==> src/rtl/psum_pkg.sv <==
// Shared definitions for the psum row-done producer and its consumer.
// Holds the FSM encoding, PE row count and row index width.
package psum_pkg;

    localparam int NUM_PE_ROWS = 5;
    localparam int ROW_IDX_W   = 3;

    typedef enum logic [2:0] {
        ST_IDLE      = 3'd0,
        ST_RUN       = 3'd1,
        ST_ISSUE     = 3'd2,
        ST_WAIT_ACK  = 3'd3,
        ST_WAIT_IDLE = 3'd4,
        ST_DONE      = 3'd5
    } psum_state_e;

    function automatic logic [NUM_PE_ROWS-1:0] row_onehot(input logic [ROW_IDX_W-1:0] idx);
        logic [NUM_PE_ROWS-1:0] one;
        one = {{(NUM_PE_ROWS-1){1'b0}}, 1'b1};
        return one << idx;
    endfunction

endpackage

==> src/rtl/psum_row_done_gen_if.sv <==
// Handshake bundle between the PE rows / Psum_control_unit and psum_row_done_gen.
// master drives strobes, start and ready; slave is the row-done generator.
interface psum_row_done_gen_if
    import psum_pkg::*;
#(
    parameter int PASS_CNT_W = 8
) ();

    logic                   start;
    logic [NUM_PE_ROWS-1:0] mac_valid;
    logic                   ready;
    logic                   row_0_done;
    logic                   row_1_done;
    logic                   row_2_done;
    logic                   row_3_done;
    logic                   row_4_done;
    logic [NUM_PE_ROWS-1:0] row_stall;
    logic [PASS_CNT_W-1:0]  pass_count;
    logic                   layer_done;
    logic                   ack_err;

    modport master (
        output start, mac_valid, ready,
        input  row_0_done, row_1_done, row_2_done, row_3_done, row_4_done,
        input  row_stall, pass_count, layer_done, ack_err
    );

    modport slave (
        input  start, mac_valid, ready,
        output row_0_done, row_1_done, row_2_done, row_3_done, row_4_done,
        output row_stall, pass_count, layer_done, ack_err
    );

endinterface

==> src/rtl/psum_row_mac_counter.sv <==
// Per-row MAC completion counter that saturates at MACS_PER_ROW and flags the row full.
// Clear has priority over a same-cycle strobe, so a strobe on a clearing row is dropped.
module psum_row_mac_counter #(
    parameter int MACS_PER_ROW = 100,
    parameter int MAC_CNT_W    = 8
) (
    input  logic clk,
    input  logic rst,
    input  logic i_clr,
    input  logic i_en,
    input  logic i_mac_valid,
    output logic o_full
);

    logic [MAC_CNT_W-1:0] r_cnt;
    logic                 w_full;

    assign w_full = (r_cnt == MAC_CNT_W'(MACS_PER_ROW));
    assign o_full = w_full;

    always_ff @(posedge clk or negedge rst) begin
        if (!rst) begin
            r_cnt <= '0;
        end else if (i_clr) begin
            r_cnt <= '0;
        end else if (i_en && i_mac_valid && !w_full) begin
            r_cnt <= r_cnt + MAC_CNT_W'(1);
        end
    end

endmodule

==> src/rtl/psum_row_done_gen.sv <==
// Issues row_k_done pulses in strict row order 0..4, one per ready handshake,
// for NUM_PASSES passes per layer, then holds layer_done until the next start.
module psum_row_done_gen
    import psum_pkg::*;
#(
    parameter int MACS_PER_ROW = 100,
    parameter int MAC_CNT_W    = 8,
    parameter int NUM_PASSES   = 229,
    parameter int PASS_CNT_W   = 8,
    parameter int ACK_TIMEOUT  = 4
) (
    input logic               clk,
    input logic               rst,
    psum_row_done_gen_if.slave bus
);

    localparam int TMR_W = $clog2(ACK_TIMEOUT + 1);

    if ((2 ** MAC_CNT_W) <= MACS_PER_ROW) begin : g_chk_mac_w
        $error("MAC_CNT_W is too narrow to hold MACS_PER_ROW");
    end
    if (NUM_PASSES >= (2 ** PASS_CNT_W)) begin : g_chk_pass_w
        $error("NUM_PASSES must be below 2**PASS_CNT_W so pass_count cannot wrap");
    end
    if (ACK_TIMEOUT < 1) begin : g_chk_tmo
        $error("ACK_TIMEOUT must be at least 1");
    end

    psum_state_e            r_state, w_state_nxt;
    logic [ROW_IDX_W-1:0]   r_next_row, w_next_row_nxt;
    logic [PASS_CNT_W-1:0]  r_pass_cnt, w_pass_cnt_nxt, w_pass_inc;
    logic [TMR_W-1:0]       r_ack_tmr, w_ack_tmr_nxt;
    logic                   r_ack_err, w_ack_err_nxt;
    logic [NUM_PE_ROWS-1:0] r_row_done, w_row_done_nxt;
    logic [NUM_PE_ROWS-1:0] w_full;
    logic [NUM_PE_ROWS-1:0] w_clr;
    logic                   w_clr_all;
    logic                   w_clr_issue;
    logic                   w_cnt_en;
    logic                   w_next_full;

    // Counters keep running in every state except DONE, where the layer is frozen.
    assign w_cnt_en    = (r_state != ST_DONE);
    assign w_clr       = {NUM_PE_ROWS{w_clr_all}} |
                         (w_clr_issue ? row_onehot(r_next_row) : {NUM_PE_ROWS{1'b0}});
    assign w_next_full = w_full[r_next_row];
    assign w_pass_inc  = r_pass_cnt + PASS_CNT_W'(1);

    for (genvar k = 0; k < NUM_PE_ROWS; k++) begin : g_row
        psum_row_mac_counter #(
            .MACS_PER_ROW (MACS_PER_ROW),
            .MAC_CNT_W    (MAC_CNT_W)
        ) u_cnt (
            .clk         (clk),
            .rst         (rst),
            .i_clr       (w_clr[k]),
            .i_en        (w_cnt_en),
            .i_mac_valid (bus.mac_valid[k]),
            .o_full      (w_full[k])
        );
    end

    always_comb begin
        w_state_nxt    = r_state;
        w_next_row_nxt = r_next_row;
        w_pass_cnt_nxt = r_pass_cnt;
        w_ack_tmr_nxt  = r_ack_tmr;
        w_ack_err_nxt  = r_ack_err;
        w_row_done_nxt = '0;
        w_clr_all      = 1'b0;
        w_clr_issue    = 1'b0;
        case (r_state)
            ST_IDLE, ST_DONE: begin
                if (bus.start) begin
                    w_clr_all      = 1'b1;
                    w_pass_cnt_nxt = '0;
                    w_next_row_nxt = '0;
                    w_state_nxt    = ST_RUN;
                end
            end
            ST_RUN: begin
                if (w_next_full && bus.ready) begin
                    w_row_done_nxt = row_onehot(r_next_row);
                    w_state_nxt    = ST_ISSUE;
                end
            end
            ST_ISSUE: begin
                w_clr_issue   = 1'b1;
                w_ack_tmr_nxt = '0;
                w_state_nxt   = ST_WAIT_ACK;
            end
            ST_WAIT_ACK: begin
                if (!bus.ready) begin
                    w_state_nxt = ST_WAIT_IDLE;
                end else if (r_ack_tmr == TMR_W'(ACK_TIMEOUT - 1)) begin
                    w_ack_err_nxt = 1'b1;
                    w_state_nxt   = ST_WAIT_IDLE;
                end else begin
                    w_ack_tmr_nxt = r_ack_tmr + TMR_W'(1);
                end
            end
            ST_WAIT_IDLE: begin
                if (bus.ready) begin
                    if (r_next_row == ROW_IDX_W'(NUM_PE_ROWS - 1)) begin
                        w_next_row_nxt = '0;
                        w_pass_cnt_nxt = w_pass_inc;
                        w_state_nxt    = (w_pass_inc == PASS_CNT_W'(NUM_PASSES)) ? ST_DONE : ST_RUN;
                    end else begin
                        w_next_row_nxt = r_next_row + ROW_IDX_W'(1);
                        w_state_nxt    = ST_RUN;
                    end
                end
            end
            default: begin
                w_state_nxt = ST_IDLE;
            end
        endcase
    end

    always_ff @(posedge clk or negedge rst) begin
        if (!rst) begin
            r_state    <= ST_IDLE;
            r_next_row <= '0;
            r_pass_cnt <= '0;
            r_ack_tmr  <= '0;
            r_ack_err  <= 1'b0;
            r_row_done <= '0;
        end else begin
            r_state    <= w_state_nxt;
            r_next_row <= w_next_row_nxt;
            r_pass_cnt <= w_pass_cnt_nxt;
            r_ack_tmr  <= w_ack_tmr_nxt;
            r_ack_err  <= w_ack_err_nxt;
            r_row_done <= w_row_done_nxt;
        end
    end

    assign bus.row_0_done = r_row_done[0];
    assign bus.row_1_done = r_row_done[1];
    assign bus.row_2_done = r_row_done[2];
    assign bus.row_3_done = r_row_done[3];
    assign bus.row_4_done = r_row_done[4];
    assign bus.row_stall  = w_full;
    assign bus.pass_count = r_pass_cnt;
    assign bus.layer_done = (r_state == ST_DONE);
    assign bus.ack_err    = r_ack_err;

endmodule

==> src/flat_wrapper.sv <==
// flat-port wrapper written by rule: the top's interface ports become plain ports
module psum_row_done_gen_flat import psum_pkg::*;
#(
    parameter int MACS_PER_ROW = 100,
    parameter int MAC_CNT_W    = 8,
    parameter int NUM_PASSES   = 229,
    parameter int PASS_CNT_W   = 8,
    parameter int ACK_TIMEOUT  = 4
)
  (clk, rst, bus_start, bus_mac_valid, bus_ready, bus_row_0_done, bus_row_1_done, bus_row_2_done, bus_row_3_done, bus_row_4_done, bus_row_stall, bus_pass_count, bus_layer_done, bus_ack_err);
  psum_row_done_gen_if #(.PASS_CNT_W(PASS_CNT_W)) bus_i ();
  input logic clk;
  input logic rst;
  input wire logic [$bits(bus_i.start)-1:0] bus_start;
  input wire logic [$bits(bus_i.mac_valid)-1:0] bus_mac_valid;
  input wire logic [$bits(bus_i.ready)-1:0] bus_ready;
  output wire logic [$bits(bus_i.row_0_done)-1:0] bus_row_0_done;
  output wire logic [$bits(bus_i.row_1_done)-1:0] bus_row_1_done;
  output wire logic [$bits(bus_i.row_2_done)-1:0] bus_row_2_done;
  output wire logic [$bits(bus_i.row_3_done)-1:0] bus_row_3_done;
  output wire logic [$bits(bus_i.row_4_done)-1:0] bus_row_4_done;
  output wire logic [$bits(bus_i.row_stall)-1:0] bus_row_stall;
  output wire logic [$bits(bus_i.pass_count)-1:0] bus_pass_count;
  output wire logic [$bits(bus_i.layer_done)-1:0] bus_layer_done;
  output wire logic [$bits(bus_i.ack_err)-1:0] bus_ack_err;
  assign bus_i.start = bus_start;
  assign bus_i.mac_valid = bus_mac_valid;
  assign bus_i.ready = bus_ready;
  assign bus_row_0_done = bus_i.row_0_done;
  assign bus_row_1_done = bus_i.row_1_done;
  assign bus_row_2_done = bus_i.row_2_done;
  assign bus_row_3_done = bus_i.row_3_done;
  assign bus_row_4_done = bus_i.row_4_done;
  assign bus_row_stall = bus_i.row_stall;
  assign bus_pass_count = bus_i.pass_count;
  assign bus_layer_done = bus_i.layer_done;
  assign bus_ack_err = bus_i.ack_err;
  psum_row_done_gen #(.MACS_PER_ROW(MACS_PER_ROW), .MAC_CNT_W(MAC_CNT_W), .NUM_PASSES(NUM_PASSES), .PASS_CNT_W(PASS_CNT_W), .ACK_TIMEOUT(ACK_TIMEOUT)) u_core (.clk(clk), .rst(rst), .bus(bus_i));
endmodule
==> config.mk <==
export PLATFORM = sky130hd
export DESIGN_NAME = psum_row_done_gen_flat
export DESIGN_NICKNAME = d
export VERILOG_FILES = /design/src/rtl/psum_pkg.sv /design/src/rtl/psum_row_done_gen_if.sv /design/src/rtl/psum_row_mac_counter.sv /design/src/rtl/psum_row_done_gen.sv /design/src/flat_wrapper.sv
export SDC_FILE = /design/constraint.sdc
export NUM_CORES = 1
export LEC_CHECK = 0
export CAP_MARGIN = 10
export CORE_UTILIZATION = 45
export DETAILED_ROUTE_END_ITERATION = 8
export GPL_TIMING_DRIVEN = 1
export PLACE_DENSITY_LB_ADDON = 0.2
export SYNTH_ARGS = -nofsm -noshare
export SYNTH_HDL_FRONTEND = slang
export SYNTH_HIERARCHICAL = 1
export SYNTH_SLANG_ARGS = --single-unit
==> constraint.sdc <==
create_clock -name clk -period 2.55 [get_ports clk]
set_input_delay 0.51 -clock clk [delete_from_list [all_inputs] [get_ports clk]]
set_output_delay 0.51 -clock clk [all_outputs]
set_load 0.01 [all_outputs]
==> flow_metrics.env <==
export IMPL_pwr_share_clk_pct=21.2
export IMPL_yosys_warnings=6
export IMPL_num_fill_cells=708
export IMPL_overflow=0
export IMPL_drc=0
export IMPL_worst_hold_path_type="input port to async pin"
export IMPL_num_vias=3115
export IMPL_clock_sinks=63
export IMPL_slew_headroom_pct=65.6
export IMPL_cts_buffer_depth=2
export IMPL_p_comb_share_pct=40.1
export IMPL_cts_root_buf="clkbuf_8"
export IMPL_place_ws_ps=172
export IMPL_numCtsBuffers=9
export IMPL_yosys_most_used_dff="dfrtp_1"
export IMPL_utilization_pct=56.5
export IMPL_syn_area_um2=3750
export IMPL_fmax_ghz=0.415
export IMPL_period_minus_slack_ps=2410
export IMPL_final_cells=549
export IMPL_leakagePower_nw=1.93
export IMPL_ios=29
export IMPL_area_growth_pct=18.8
export IMPL_grt_pass1_vias=2901
export IMPL_htree_levels=3
export IMPL_reg2reg_slack_ps=240
export IMPL_synth_seq_cells=63
export IMPL_wl_um=8010
export IMPL_cts_tree="done"
export IMPL_die_area_um2=8700
export IMPL_core_rowCount=32
export IMPL_hold_buffers=0
export IMPL_rr_worst_depth=10
export IMPL_worstPathMaxFanout=4
export IMPL_diodes=0
export IMPL_syn_avg_cell_area_um2=9.42
export IMPL_initial_core_util_pct=47.5
export IMPL_worst_pin_slew_ps=517
export IMPL_totalNegativeSetupSlack_ps=0
export IMPL_antenna_found_initial=0
export IMPL_grt_pass1_wl_um=13600
export IMPL_start_kind="register"
export IMPL_drtPass1Iterations=4
export IMPL_num_nets_final=471
export IMPL_switching_power_mw=1.41
export IMPL_drv_cap=0
export IMPL_grt_max_degree=24
export IMPL_clock_latency_ps=340
export IMPL_slew_viol_final=0
export IMPL_power_mw=3.77
export IMPL_ys_seq_area_share_pct=42.1
export IMPL_peakVddDrop_uv=328
export IMPL_grt_usage_pct=20.0
export IMPL_path_clk_slew_ps=70
export IMPL_min_period_over_period_pct=94.4
export IMPL_layout_drive_gt1_share_pct=12.8
export IMPL_pwr_share_seq_pct=38.7
export IMPL_p_int_mw=2.35
export IMPL_setup_slack_ps=142
export IMPL_swShare_pct=37.5
export IMPL_worstPathArrival_ps=1900
export IMPL_place_congestion=0.835
export IMPL_skew_ps=8.10
export IMPL_hold_viol=0
export IMPL_status="complete, no violations"
export IMPL_viasPerCell=5.67
export IMPL_port_buffers=28
export IMPL_powerDensity_nw_per_um2=846
export IMPL_worstSetupEndpointType="primary output"
export IMPL_drt_iter0_drc=125
export IMPL_setup_viol=0
export IMPL_syn_nets=426
export IMPL_reg2reg_from="u_core/g_row[0].u_cnt/r_cnt[0]"
export IMPL_cp_required_ps=2040
export IMPL_wire_per_inst_um=14.6
export IMPL_die_h_um=93.3
export IMPL_die_x_um=93.3
export IMPL_rsz0062_at_grt="false"
export IMPL_dpl_hpwl_um=5770
export IMPL_path_class="register to primary output"
export IMPL_yosysUniqueCellTypes=50
export IMPL_drt_antenna_violating_nets=0
export IMPL_rr_endpoint="u_core/r_state[0]"
export IMPL_synth_enable_flop_cells=0
export IMPL_syn_inst=398
export IMPL_dp_cells=530
export IMPL_async_reset_ff_share_pct=100
export IMPL_core_area_um2=7890
per-stage QoR:
step | instance area [um2] | hold slack, ps
finish | 4450 | 139
detailed placement | 4200 | 457
global placement | 4200 | 459
floorplan | 3750 | 214
CTS | 4400 | 145
global route | 4450 | 177
kinds of logic after synthesis:
logic type	synth area share (%)
AOI/OAI and AO/OA	17.8
and+or+nand+nor	23.5
xor gates and xnor gates	0.935
DFF	42.1
muxes	5.34
buffers and inverters	4.07
adders and majority gates	6.34
layout make-up:
cell class	instances	area, um2	area share [%]
flip-flops and latches	63	1580	35.4
repair buffers	47	428	9.61
inverters	25	93.8	2.11
multi-input cells	297	2040	45.9
clock inverters	3	17.5	0.393
clock buffers	12	165	3.71
well taps	102	128	2.87
power groups by stage:
| stage | sequential, mW | clock [mW] | combinational [mW] |
|---|---|---|---|
| floorplan | 1.39 | 0 | 1.17 |
| global placement | 1.46 | 0 | 1.44 |
| detailed placement | 1.47 | 0 | 1.48 |
| CTS | 1.46 | 0.836 | 1.49 |
| global route | 1.50 | 0.872 | 1.69 |
| finish | 1.46 | 0.799 | 1.51 |
state kept, by name, indices dropped and copies added, names as in the netlist:
signal / flops
u_core/r_ack_tmr: 3
u_core/g_row.u_cnt/r_cnt: 40
u_core/r_state: 3
u_core/r_row_done: 5
u_core/bus.pass_count: 8
u_core/bus.ack_err: 1
u_core/r_next_row: 3
metal layers:
layer	GRT usage (%)	vias up	wire length, um
met5	0	-	0
met1	26.8	1485	3930
met3	3.01	11	268
li1	-	1558	-
met2	32.2	61	3670
met4	8.72	0	139
synthesized netlist by cell type, drive strengths merged (2+ instances only):
library cell  instances  area share, %
a211o                 2           0.47
nand4bb               2           0.60
ha                   19            6.3
a22o                  5            1.2
o22ai                 2           0.33
o311a                 5            1.3
xor2                  3           0.70
nor2b                 6            1.0
nand2b               19            3.2
nor3                  7           0.93
clkbuf               10            1.0
o31a                  6            1.4
nor2                 19            1.9
o21ai                31            4.1
nand3                20            2.7
a21oi                29            3.9
o41ai                 5            1.2
o31ai                 6            1.2
and2                  2           0.33
inv                  24            2.4
nand4                12            2.0
nand4b                6            1.4
or4                   5            1.0
a31oi                 3           0.50
dfrtp                63             42
mux2                  9            3.2
nor3b                 4           0.80
mux2i                 8            2.1
nand2                26            2.6
or3                  16            2.7
buf                   3           0.57
or2                   6            1.0
worst max path at each step:
stage	start	end	slack, ps	depth (start not counted)
5_1_grt	u_core/g_row[1].u_cnt/r_cnt[0]	bus_row_stall[1]	9	6
2_1_floorplan	u_core/g_row[2].u_cnt/r_cnt[0]	u_core/r_state[0]	210	9
6_report	u_core/g_row[1].u_cnt/r_cnt[0]	bus_row_stall[1]	140	6
3_3_place_gp	u_core/g_row[3].u_cnt/r_cnt[0]	u_core/r_state[0]	190	8
4_1_cts	u_core/g_row[4].u_cnt/r_cnt[0]	bus_row_stall[4]	6	6
3_5_place_dp	u_core/g_row[3].u_cnt/r_cnt[0]	u_core/r_state[0]	170	8
layout by cell type, fill, tap and decap left out, types with 5 or more instances in the layout:
| master | count |
|---|---|
| dfrtp_1 | 63 |
| a21oi_1 | 29 |
| or2_2 | 5 |
| nand4_1 | 12 |
| ha_1 | 19 |
| nand2b_1 | 19 |
| clkdlybuf4s50_1 | 23 |
| buf_4 | 19 |
| nor2_1 | 19 |
| or4_1 | 5 |
| o41ai_1 | 5 |
| o311a_1 | 5 |
| a22o_1 | 5 |
| o31a_1 | 6 |
| nand2_1 | 26 |
| or3_1 | 16 |
| o31ai_1 | 6 |
| o21ai_0 | 31 |
| nor2b_1 | 6 |
| inv_1 | 24 |
| nand3_1 | 20 |
| mux2i_1 | 8 |
| nand4b_1 | 6 |
| clkbuf_8 | 12 |
| mux2_4 | 5 |
critical path: stages, from the launching register on:
cell and delay, ps:
dfrtp_1 410, inv_1 80, ha_1 150, nand4b_1 120, nor3_2 130, buf_4 150, clkdlybuf4s50_1 520
what timing repair did:
item                                   in CTS  in global routing
pin swaps                                   2                  4
resized for setup                           3                  6
cloned                                      0                  0
endpoints found under the hold margin       0                  0
buffers inserted                            0                  4
setup endpoints to repair                   2                  5
Power figures use the tool's default switching activity.
